`config.mk`:
```
export PLATFORM = sky130hd
export DESIGN_NAME = alarm_entry_timer
export DESIGN_NICKNAME = d
export VERILOG_FILES = /design/src/rtl/alarm_pkg.sv /design/src/rtl/tick_edge_detect.sv /design/src/rtl/alarm_entry_timer.sv
export SDC_FILE = /design/constraint.sdc
export NUM_CORES = 1
export LEC_CHECK = 0
export ABC_AREA = 1
export CORE_AREA = 3 3 40 42
export CTS_BUF_LIST = sky130_fd_sc_hd__clkbuf_8
export DETAILED_ROUTE_END_ITERATION = 10
export DIE_AREA = 0 0 43 45
export GPL_TIMING_DRIVEN = 0
export PLACE_DENSITY = 0.79
export SYNTH_ARGS = -nofsm -noshare
export SYNTH_HDL_FRONTEND = slang
export SYNTH_SLANG_ARGS = --single-unit
```
`constraint.sdc`:
```
create_clock -name clk -period 1.34 [get_ports clk]
set_clock_uncertainty 0.05 [all_clocks]
set_input_delay 0.201 -clock clk [delete_from_list [all_inputs] [get_ports clk]]
set_output_delay 0.201 -clock clk [all_outputs]
set_load 0.02 [all_outputs]
```
`src/rtl/alarm_pkg.sv`:
```
// alarm_pkg: shared state encoding, counter width and default delay lengths for the alarm entry timer.
// ALARM_EXIT_DELAY_EN adds the EXIT state to the encoding.
package alarm_pkg;
    localparam int CNT_W = 4;
    localparam int ENTRY_TICKS_DEF = 10;
    localparam int EXIT_TICKS_DEF = 8;
`ifdef ALARM_EXIT_DELAY_EN
    typedef enum logic [2:0] {S_IDLE, S_ARMED, S_ENTRY, S_ALARM, S_EXIT} state_t;
`else
    typedef enum logic [2:0] {S_IDLE, S_ARMED, S_ENTRY, S_ALARM} state_t;
`endif
endpackage

```
`src/rtl/tick_edge_detect.sv`:
```
// tick_edge_detect: one-clock rise pulse from a level input; history resets to 0 so a level already high counts.
module tick_edge_detect (
    input  logic clk,
    input  logic rst,
    input  logic in,
    output logic rise
);
    logic in_q;
    always_ff @(posedge clk or posedge rst)
        if (rst) in_q <= 1'b0;
        else in_q <= in;
    assign rise = in & ~in_q;
endmodule

```
`src/rtl/alarm_entry_timer.sv`:
```
// alarm_entry_timer: arm/entry-delay/alarm sequencer counting prescaler tick edges.
// Defining ALARM_EXIT_DELAY_EN inserts an EXIT delay between IDLE and ARMED.
module alarm_entry_timer
    import alarm_pkg::*;
#(
    parameter int ENTRY_TICKS = ENTRY_TICKS_DEF,
    parameter int EXIT_TICKS = EXIT_TICKS_DEF
) (
    input  logic             clk,
    input  logic             rst,
    input  logic             tick,
    input  logic             arm,
    input  logic             disarm,
    input  logic             sensor,
    output logic             armed,
    output logic             pending,
    output logic             siren,
    output logic [CNT_W-1:0] remaining
);
    localparam logic [CNT_W-1:0] ENTRY_LOAD = CNT_W'(ENTRY_TICKS);
    if (ENTRY_TICKS < 1 || ENTRY_TICKS > 15) begin : g_bad_entry
        $error("ENTRY_TICKS must be 1..15");
    end
    if (EXIT_TICKS < 1 || EXIT_TICKS > 15) begin : g_bad_exit
        $error("EXIT_TICKS must be 1..15");
    end
`ifdef ALARM_EXIT_DELAY_EN
    localparam logic [CNT_W-1:0] EXIT_LOAD = CNT_W'(EXIT_TICKS);
`endif
    state_t state, nxt_state;
    logic [CNT_W-1:0] cnt, nxt_cnt;
    logic tick_rise;
    tick_edge_detect u_tick (
        .clk (clk),
        .rst (rst),
        .in  (tick),
        .rise(tick_rise)
    );
    // disarm wins over everything; count only moves on a tick edge and never below zero
    always_comb begin
        nxt_state = state;
        nxt_cnt = cnt;
        if (disarm) begin
            nxt_state = S_IDLE;
            nxt_cnt = '0;
        end else begin
            case (state)
                S_IDLE:
                    if (arm) begin
`ifdef ALARM_EXIT_DELAY_EN
                        nxt_state = S_EXIT;
                        nxt_cnt = EXIT_LOAD;
`else
                        nxt_state = S_ARMED;
`endif
                    end
                S_ARMED:
                    if (sensor) begin
                        nxt_state = S_ENTRY;
                        nxt_cnt = ENTRY_LOAD;
                    end
                S_ENTRY:
                    if (tick_rise && cnt != '0) begin
                        nxt_cnt = cnt - 1'b1;
                        nxt_state = (cnt == 1) ? S_ALARM : S_ENTRY;
                    end
`ifdef ALARM_EXIT_DELAY_EN
                S_EXIT:
                    if (tick_rise && cnt != '0) begin
                        nxt_cnt = cnt - 1'b1;
                        nxt_state = (cnt == 1) ? S_ARMED : S_EXIT;
                    end
`endif
                default: ;
            endcase
        end
    end
    always_ff @(posedge clk or posedge rst)
        if (rst) begin
            state <= S_IDLE;
            cnt <= '0;
            armed <= 1'b0;
            pending <= 1'b0;
            siren <= 1'b0;
        end else begin
            state <= nxt_state;
            cnt <= nxt_cnt;
            armed <= nxt_state == S_ARMED || nxt_state == S_ENTRY || nxt_state == S_ALARM;
`ifdef ALARM_EXIT_DELAY_EN
            pending <= nxt_state == S_ENTRY || nxt_state == S_EXIT;
`else
            pending <= nxt_state == S_ENTRY;
`endif
            siren <= nxt_state == S_ALARM;
        end
    assign remaining = cnt;
endmodule

```
==> results of run 1 <==
## Yosys cell counts (2+ instances only)
library cell	count
nand2_1	18
inv_1	13
dfrtp_1	11
nand3_1	8
nor2_1	4
ha_1	3
nor3_1	3
a21oi_2	2
nand3_2	2
nor2_2	2
o21ai_1	2
## per-stage QoR
step	std cells	power, mW	setup slack, ns	setup TNS (ns)	utilization, %
4_1_cts	106	0.971	0.00866	0	60.9
3_3_place_gp	102	0.630	-0.111	-0.415	57.7
5_1_grt	113	1.10	-0.0582	-0.147	70.0
3_5_place_dp	102	0.639	-0.114	-0.551	57.7
2_1_floorplan	75	0.545	0.0218	0	-
6_report	113	1.05	0.0205	0	70.0
## kinds of logic (layout without fill, tap and decap cells)
| group | Yosys count | count (layout) | synth area share, % |
|---|---|---|---|
| and+or+nand+nor | 40 | 40 | 31.5 |
| buffers and inverters | 14 | 37 | 8.75 |
| DFF | 11 | 11 | 45.8 |
| AOI/OAI and AO/OA | 6 | 6 | 6.25 |
| adders and majority gates | 3 | 3 | 6.25 |
| xor gates and xnor gates | 1 | 1 | 1.46 |
## per-layer routing
metal / global-route usage (%) / vias to the layer above
met1: 16.1 / 282
met2: 23.7 / 33
met4: 7.83 / 0
met3: 5.98 / 2
met5: 0 / -
li1: - / 280
## power by group
part           switching [mW]  internal, mW  total (mW)
registers              0.0291         0.364       0.393
logic                   0.180         0.134       0.314
clock network           0.139         0.205       0.345
total                   0.348         0.703        1.05
## what timing repair did
action                     CTS  global route
setup buffers                0             7
resized for setup           10            19
pin swaps                    0             9
hold endpoints to repair     0             0
setup endpoints to repair   12             6
## worst max-delay path by stage
stage               slack, ns                     start  cells after the start                  endpoint
floorplan                0.02  remaining[0]$_DFFE_PP0P_                      9  remaining[0]$_DFFE_PP0P_
global placement        -0.11                    sensor                      7  remaining[1]$_DFFE_PP0P_
detailed placement      -0.11                    sensor                      7  remaining[1]$_DFFE_PP0P_
CTS                     0.009  remaining[0]$_DFFE_PP0P_                      7           armed$_DFF_PP0_
global route            -0.06        state[1]$_DFF_PP0_                      6           armed$_DFF_PP0_
finish                   0.02        state[1]$_DFF_PP0_                      6           armed$_DFF_PP0_
## final cells by class
| class | count | share of cell area, % |
|---|---|---|
| clock inverter | 1 | 0.556 |
| tap | 15 | 2.09 |
| sequential | 11 | 31.0 |
| timing repair buffer | 19 | 19.1 |
| clock buffer | 3 | 4.59 |
| multi-input combinational | 50 | 36.6 |
| inverter | 14 | 6.12 |
## sequential cells by signal, indices dropped and copies added (netlist names)
register / flops
state: 3
siren: 1
pending: 1
remaining: 4
u_tick.in_q: 1
armed: 1
==> results.cfg, run 1 <==
[outcome]
status = completed

[worst_setup_path]
r2r-end = armed$_DFF_PP0_
critPathBufInv = 0
timing.rr.start = state[1]$_DFF_PP0_
cp_slowest_stage_delay_ns = 0.43
cp-start-kind = flop
worst-r2r-cell-count = 6
crit_required_ns = 1.47
crit_path_top_delay_cell = dfrtp_2
crit_chain = nor2_2, nand2_1, or2_1, nand3_2, nand2_2, a21oi_2
crit_arrival_ns = 1.45
endpoint_kind = flop
critical_path.max_fanout = 4
worstSetupPathType = reg2reg
crit_family = simple AND/OR/NAND/NOR gates
r2r_slack_ns = 0.02

[route]
via_count = 597
drt.antenna.violating_nets = 0
totalWireLength_mm = 1.58
routed.top_layer = met4
post_drt_wl_per_cell_um = 14.0
wl_met2_um = 813
drt-met1-wl_um = 627
firstDrtPassIters = 4
viasPerCell = 5.28
drcViolationCount = 0
met3RoutedLength_um = 120
drtIter0Drc = 22

[synthesis]
synth_area_sq_um = 601
synth.avg_cell_area_sq_um = 8.01
async_flop_share_pct = 100
synth_sequential_area_ratio_pct = 45.8
synthFlopType = dfrtp_1
ys_types = 18
syn_nets = 84
synthTopCellsByArea = dfrtp_1 (46%), nand2_1 (11%), inv_1 (8.1%)
synth_edf_count = 0
synth_largest_area_cell = dfrtp_1
yosysTopAreaCellShare_pct = 45.8
ys_seq_elements = 11
syn_inst = 75
synth_warnings = 0

[floorplan]
io_pins = 13
rows = 13
initial_core_util_pct = 46.7
die-area_sq_um = 1940
die_w_um = 43
die_h_um = 45
design.core.area_sq_um = 1280

[pwr]
leakagePower_nw = 0.460
p_per_area_nw_per_um2 = 1170
peakVddDrop_mv = 0.772

[min_path]
hold_class = in2async

[cts]
hold_buffers = 0
cts.clk_slew.worst_paths_ns = 0.05
clock_latency_ns = 0.24
cts_tree = built
htreeDepth = 1
clock_tree.root_cell = clkbuf_8
cts_sinks = 11
cts_max_path_buffers = 2
cts_buffers = 3

[final_layout]
final_area_sq_um = 900
num_antenna_cells = 0
multi_input_area_sq_um = 329
drive_gt1_share_pct = 35.7
mostFrequentLayoutCell = nand2_1
layout.nets = 108
area_growth_pct = 49.8
final_cell_mix = nand2_1 (14), inv_1 (9), dfrtp_1 (8)
regArea_sq_um = 279
fill_cells = 94

[global_routing]
grt_first_pass_wirelength_mm = 2.00
grt_max_degree = 12
overflow = 0
grt_pass1_vias = 482
antenna_found_initial = 0
grtUsageTotal_pct = 14.5

[timing]
max_freq_mhz = 758
final-setup-viol-count = 0
worstMarginPinSlew_ns = 0.428
rsz0062_at_grt = true
min_period_ns = 1.32
min_period_over_period_pct = 98.5
hold_violations = 0
slew_viol_final = 0
relSlewSlack_pct = 71.4
fin_hold_ws_ns = 0.202

[placed_design]
hpwl_um = 941
gp_congestion = 0.806
dpl_cell_area_sq_um = 742
io_buffers = 12

[run]
cap_violations = 0
Note: power is estimated with default switching activity, not from simulation.
==> inputs of run 2 (changes only) <==
Settings changed: CORE_AREA 3 3 40 42 to not set, CORE_MARGIN set to 3, CORE_UTILIZATION set to 45, DIE_AREA 0 0 43 45 to not set, PLACE_DENSITY 0.79 to 0.82.
Clock period 1.34 ns to 1.1 ns, I/O delays scaled along.
==> results.cfg, run 2 (same netlist as run 1, synthesis figures left out) <==
[outcome]
status = finished with violations
violations = setup timing

[worst_setup_path]
r2r-end = remaining[3]$_DFFE_PP0P_
crit_arrival_ns = 1.49
endpoint_kind = flop
cp-start-kind = flop
timing.rr.start = remaining[1]$_DFFE_PP0P_
r2r_slack_ns = -0.31
worst-r2r-cell-count = 6
critical_path.max_fanout = 2
crit_required_ns = 1.18
worstSetupPathType = reg2reg

[placed_design]
hpwl_um = 930
pre_cts_slack_ns = -0.287
io_buffers = 12
gp_congestion = 0.810
numPlacedInstances = 101

[final_layout]
largest_reg_flops = 4
layout.nets = 108
drive_gt1_share_pct = 46.9
num_antenna_cells = 0
fill_cells = 73
regArea_sq_um = 280
layout.cells.non_filler = 112
final_cell_mix = nand2_1 (13), inv_1 (9), nand3_1 (7), dfrtp_1 (7), buf_4 (6)
area_growth_pct = 51.0
mostFrequentLayoutCell = nand2_1
final_core_util_pct = 77.5
multi_input_area_sq_um = 349

[run]
cap_violations = 0

[pwr]
peakVddDrop_mv = 0.953
swShare_pct = 32.8
leakagePower_nw = 0.443
comb_power_share_pct = 31.6
p_clk_share_pct = 31.3
p_switching_mw = 0.423
p_per_area_nw_per_um2 = 1420
cell_internal_pwr_mw = 0.866
seqPwrFrac_pct = 37.1

[timing]
max_freq_mhz = 708
rsz0062_at_grt = true
worstMarginPinSlew_ns = 0.421
fin_ws_ns = -0.312
final-setup-viol-count = 10
hold_violations = 0
relSlewSlack_pct = 71.9
min_period_over_period_pct = 128
slew_viol_final = 0
min_period_ns = 1.41
fin_tns_setup_ns = -1.90

[cts]
clock_latency_ns = 0.24
cts_buffers = 3
htreeDepth = 1
cts.clk_slew.worst_paths_ns = 0.05
cts_tree = built
clock_tree.root_cell = clkbuf_8
cts_max_path_buffers = 2
cts_sinks = 11

[floorplan]
io_pins = 13
design.core.area_sq_um = 1170
die_h_um = 42.5
rows = 12
die-area_sq_um = 1810
die_w_um = 42.5
initial_core_util_pct = 51.3

[global_routing]
antenna_found_initial = 0
overflow = 0
grt_pass1_vias = 557
grt_first_pass_wirelength_mm = 2.35
grtUsageTotal_pct = 17.3
grt_max_degree = 12

[min_path]
hold_class = in2async

[route]
viasPerCell = 5.17
firstDrtPassIters = 4
via_count = 579
drcViolationCount = 0
totalWireLength_mm = 1.51
post_drt_wl_per_cell_um = 13.5
drt.antenna.violating_nets = 0
drtIter0Drc = 16
run 2: timing repair:
item | in CTS | in global routing
endpoints found under the setup margin | 15 | 13
pin swaps | 4 | 11
setup buffers | 5 | 2
gates resized for setup | 24 | 24
endpoints found under the hold margin | 0 | 0
hold buffers | 0 | 0
run 2: worst max-delay path: stages, from the launching register on:
cell	delay, ns
dfrtp_2	0.42
buf_4	0.14
nor3_1	0.31
or2_2	0.18
nand3_1	0.07
nand3_1	0.07
nand2_1	0.05
run 2: power by group through the flow:
stage	registers, mW	clock network [mW]	logic (mW)
2_1_floorplan	0.509	0	0.166
3_3_place_gp	0.477	0	0.302
3_5_place_dp	0.479	0	0.310
4_1_cts	0.471	0.401	0.340
5_1_grt	0.483	0.438	0.444
6_report	0.478	0.403	0.407
run 2: cell type report:
cell class | count | area share (%)
clock buffers | 3 | 4.55
clock inverters | 1 | 0.414
inverters | 14 | 6.34
multi-input cells | 50 | 38.5
flip-flops and latches | 11 | 30.9
well taps | 14 | 1.93
repair buffers | 19 | 17.4
run 2: per-stage QoR:
step	area, sq um	total power, mW	hold slack [ns]
2_1_floorplan	618	0.675	-0.0327
4_1_cts	835	1.21	0.189
3_3_place_gp	756	0.779	0.432
3_5_place_dp	756	0.789	0.429
6_report	907	1.29	0.165
5_1_grt	907	1.36	0.212
run 2: worst max-delay path by stage:
stage | startpoint | to | slack [ns] | cells past startpoint
3_5_place_dp | sensor | remaining[1]$_DFFE_PP0P_ | -0.29 | 7
3_3_place_gp | sensor | remaining[1]$_DFFE_PP0P_ | -0.29 | 7
6_report | remaining[1]$_DFFE_PP0P_ | remaining[3]$_DFFE_PP0P_ | -0.31 | 6
5_1_grt | remaining[0]$_DFFE_PP0P_ | remaining[3]$_DFFE_PP0P_ | -0.36 | 6
2_1_floorplan | remaining[1]$_DFFE_PP0P_ | remaining[0]$_DFFE_PP0P_ | -0.15 | 9
4_1_cts | remaining[0]$_DFFE_PP0P_ | remaining[0]$_DFFE_PP0P_ | -0.19 | 9
run 2: routing by layer:
layer | vias to the layer above | GRT usage, % | part of all wire (%)
met5 | - | 0 | 0
met4 | 0 | 6.83 | 2.4
met3 | 7 | 6.01 | 5.1
met2 | 16 | 27.7 | 51
met1 | 271 | 21.1 | 41
li1 | 285 | - | -
==> inputs of run 3 (changes only) <==
Settings changed: CORE_MARGIN 3 to 2, CTS_CLUSTER_SIZE set to 25, RECOVER_POWER set to 50.
==> results.cfg, run 3 (same netlist as run 1, synthesis figures left out) <==
[outcome]
status = finished with violations
violations = setup timing

[global_routing]
grt_first_pass_wirelength_mm = 1.77
overflow = 0
grt_max_degree = 12
antenna_found_initial = 0
grt_pass1_vias = 461
grtUsageTotal_pct = 17.0

[timing]
hold_violations = 0
min_period_over_period_pct = 120
relSlewSlack_pct = 71.3
min_period_ns = 1.32
max_freq_mhz = 756
fin_hold_ws_ns = 0.309
worstMarginPinSlew_ns = 0.430
final-setup-viol-count = 8
slew_viol_final = 0
fin_ws_ns = -0.223
fin_tns_setup_ns = -1.35
rsz0062_at_grt = true

[route]
drcViolationCount = 0
firstDrtPassIters = 4
drtIter0Drc = 8
viasPerCell = 5.10
wl_met2_um = 732
drt-met1-wl_um = 643
totalWireLength_mm = 1.45
drt.antenna.violating_nets = 0
met3RoutedLength_um = 60
via_count = 586
post_drt_wl_per_cell_um = 12.6
routed.top_layer = met4

[min_path]
hold_class = in2async

[pwr]
leakagePower_nw = 0.453
p_per_area_nw_per_um2 = 1420
power_mw = 1.27
peakVddDrop_mv = 0.896

[worst_setup_path]
critical_path.max_fanout = 3
worstSetupPathType = reg2reg
crit_arrival_ns = 1.45
cp-start-kind = flop
endpoint_kind = flop
crit_required_ns = 1.23

[floorplan]
design.core.area_sq_um = 1270
die-area_sq_um = 1640
die_h_um = 40.5
io_pins = 13
die_w_um = 40.5
initial_core_util_pct = 47.3
rows = 13

[final_layout]
layout.cells.non_filler = 115
area_growth_pct = 49.0
drive_gt1_share_pct = 47.0
layout.nets = 110
fill_cells = 90
final_core_util_pct = 70.5
mostFrequentLayoutCell = nand2_1
num_antenna_cells = 0
largest_reg_flops = 4
final_cell_mix = nand2_1 (13), inv_1 (9), dfrtp_1 (8), buf_4 (8), nand3_1 (7)
final_area_sq_um = 895

[placed_design]
hpwl_um = 888
gp_congestion = 0.776
numPlacedInstances = 102
pre_cts_slack_ns = -0.296
dpl_cell_area_sq_um = 757
io_buffers = 12

[cts]
cts_tree = built
clock_tree.root_cell = clkbuf_8
clock_latency_ns = 0.24
cts_sinks = 11
cts.clk_slew.worst_paths_ns = 0.05
cts_max_path_buffers = 2
htreeDepth = 1
cts_buffers = 3

[run]
cap_violations = 0
[run 3: repair_timing]
action                     4_1_cts  5_1_grt
pin swaps                        0       11
buffers inserted                 5        4
gates resized for setup         24       19
setup endpoints to repair       15       13
hold buffers                     0        0
[run 3: worst paths after layout]
path | startpoint | slack (ns) | cells after the start | endpoint
max in group asynchronous | rst | 0.36 | 2 | remaining[0]$_DFFE_PP0P_
hold / removal | rst | 0.31 | 2 | pending$_DFF_PP0_
setup / recovery | remaining[1]$_DFFE_PP0P_ | -0.22 | 8 | remaining[2]$_DFFE_PP0P_
setup reg to reg | remaining[1]$_DFFE_PP0P_ | -0.22 | 8 | remaining[2]$_DFFE_PP0P_
min in group clk | tick | 0.52 | 1 | u_tick.in_q$_DFF_PP0_
hold reg to reg | remaining[2]$_DFFE_PP0P_ | 0.56 | 2 | remaining[2]$_DFFE_PP0P_
[run 3: final cells by class]
cell class | count | area [sq um] | area share [%]
multi-input combinational | 50 | 339 | 37.9
clock inverter | 1 | 5.00 | 0.559
tap | 15 | 18.8 | 2.10
inverter | 14 | 55.1 | 6.15
clock buffer | 3 | 41.3 | 4.62
sequential | 11 | 279 | 31.2
timing repair buffer | 21 | 156 | 17.5
[run 3: layer usage]
layer	global-route usage [%]	up-vias
li1	-	285
met1	18.0	277
met2	30.6	22
met3	3.33	2
met4	10.0	0
met5	0	-
[run 3: report_power, final]
group          switching, mW  internal [mW]  leakage, nW  total, mW
Combinational          0.215          0.166        0.286      0.381
Sequential            0.0363          0.443        0.142      0.479
Clock                  0.164          0.250       0.0255      0.413
[run 3: worst max-delay path: stages, from the launching register on]
cell and delay [ns]:
dfrtp_2 0.43, inv_4 0.08, buf_4 0.13, ha_4 0.12, xor2_1 0.15, nand2_1 0.07
nor2_1 0.10, nand2_1 0.06, nand2_1 0.06
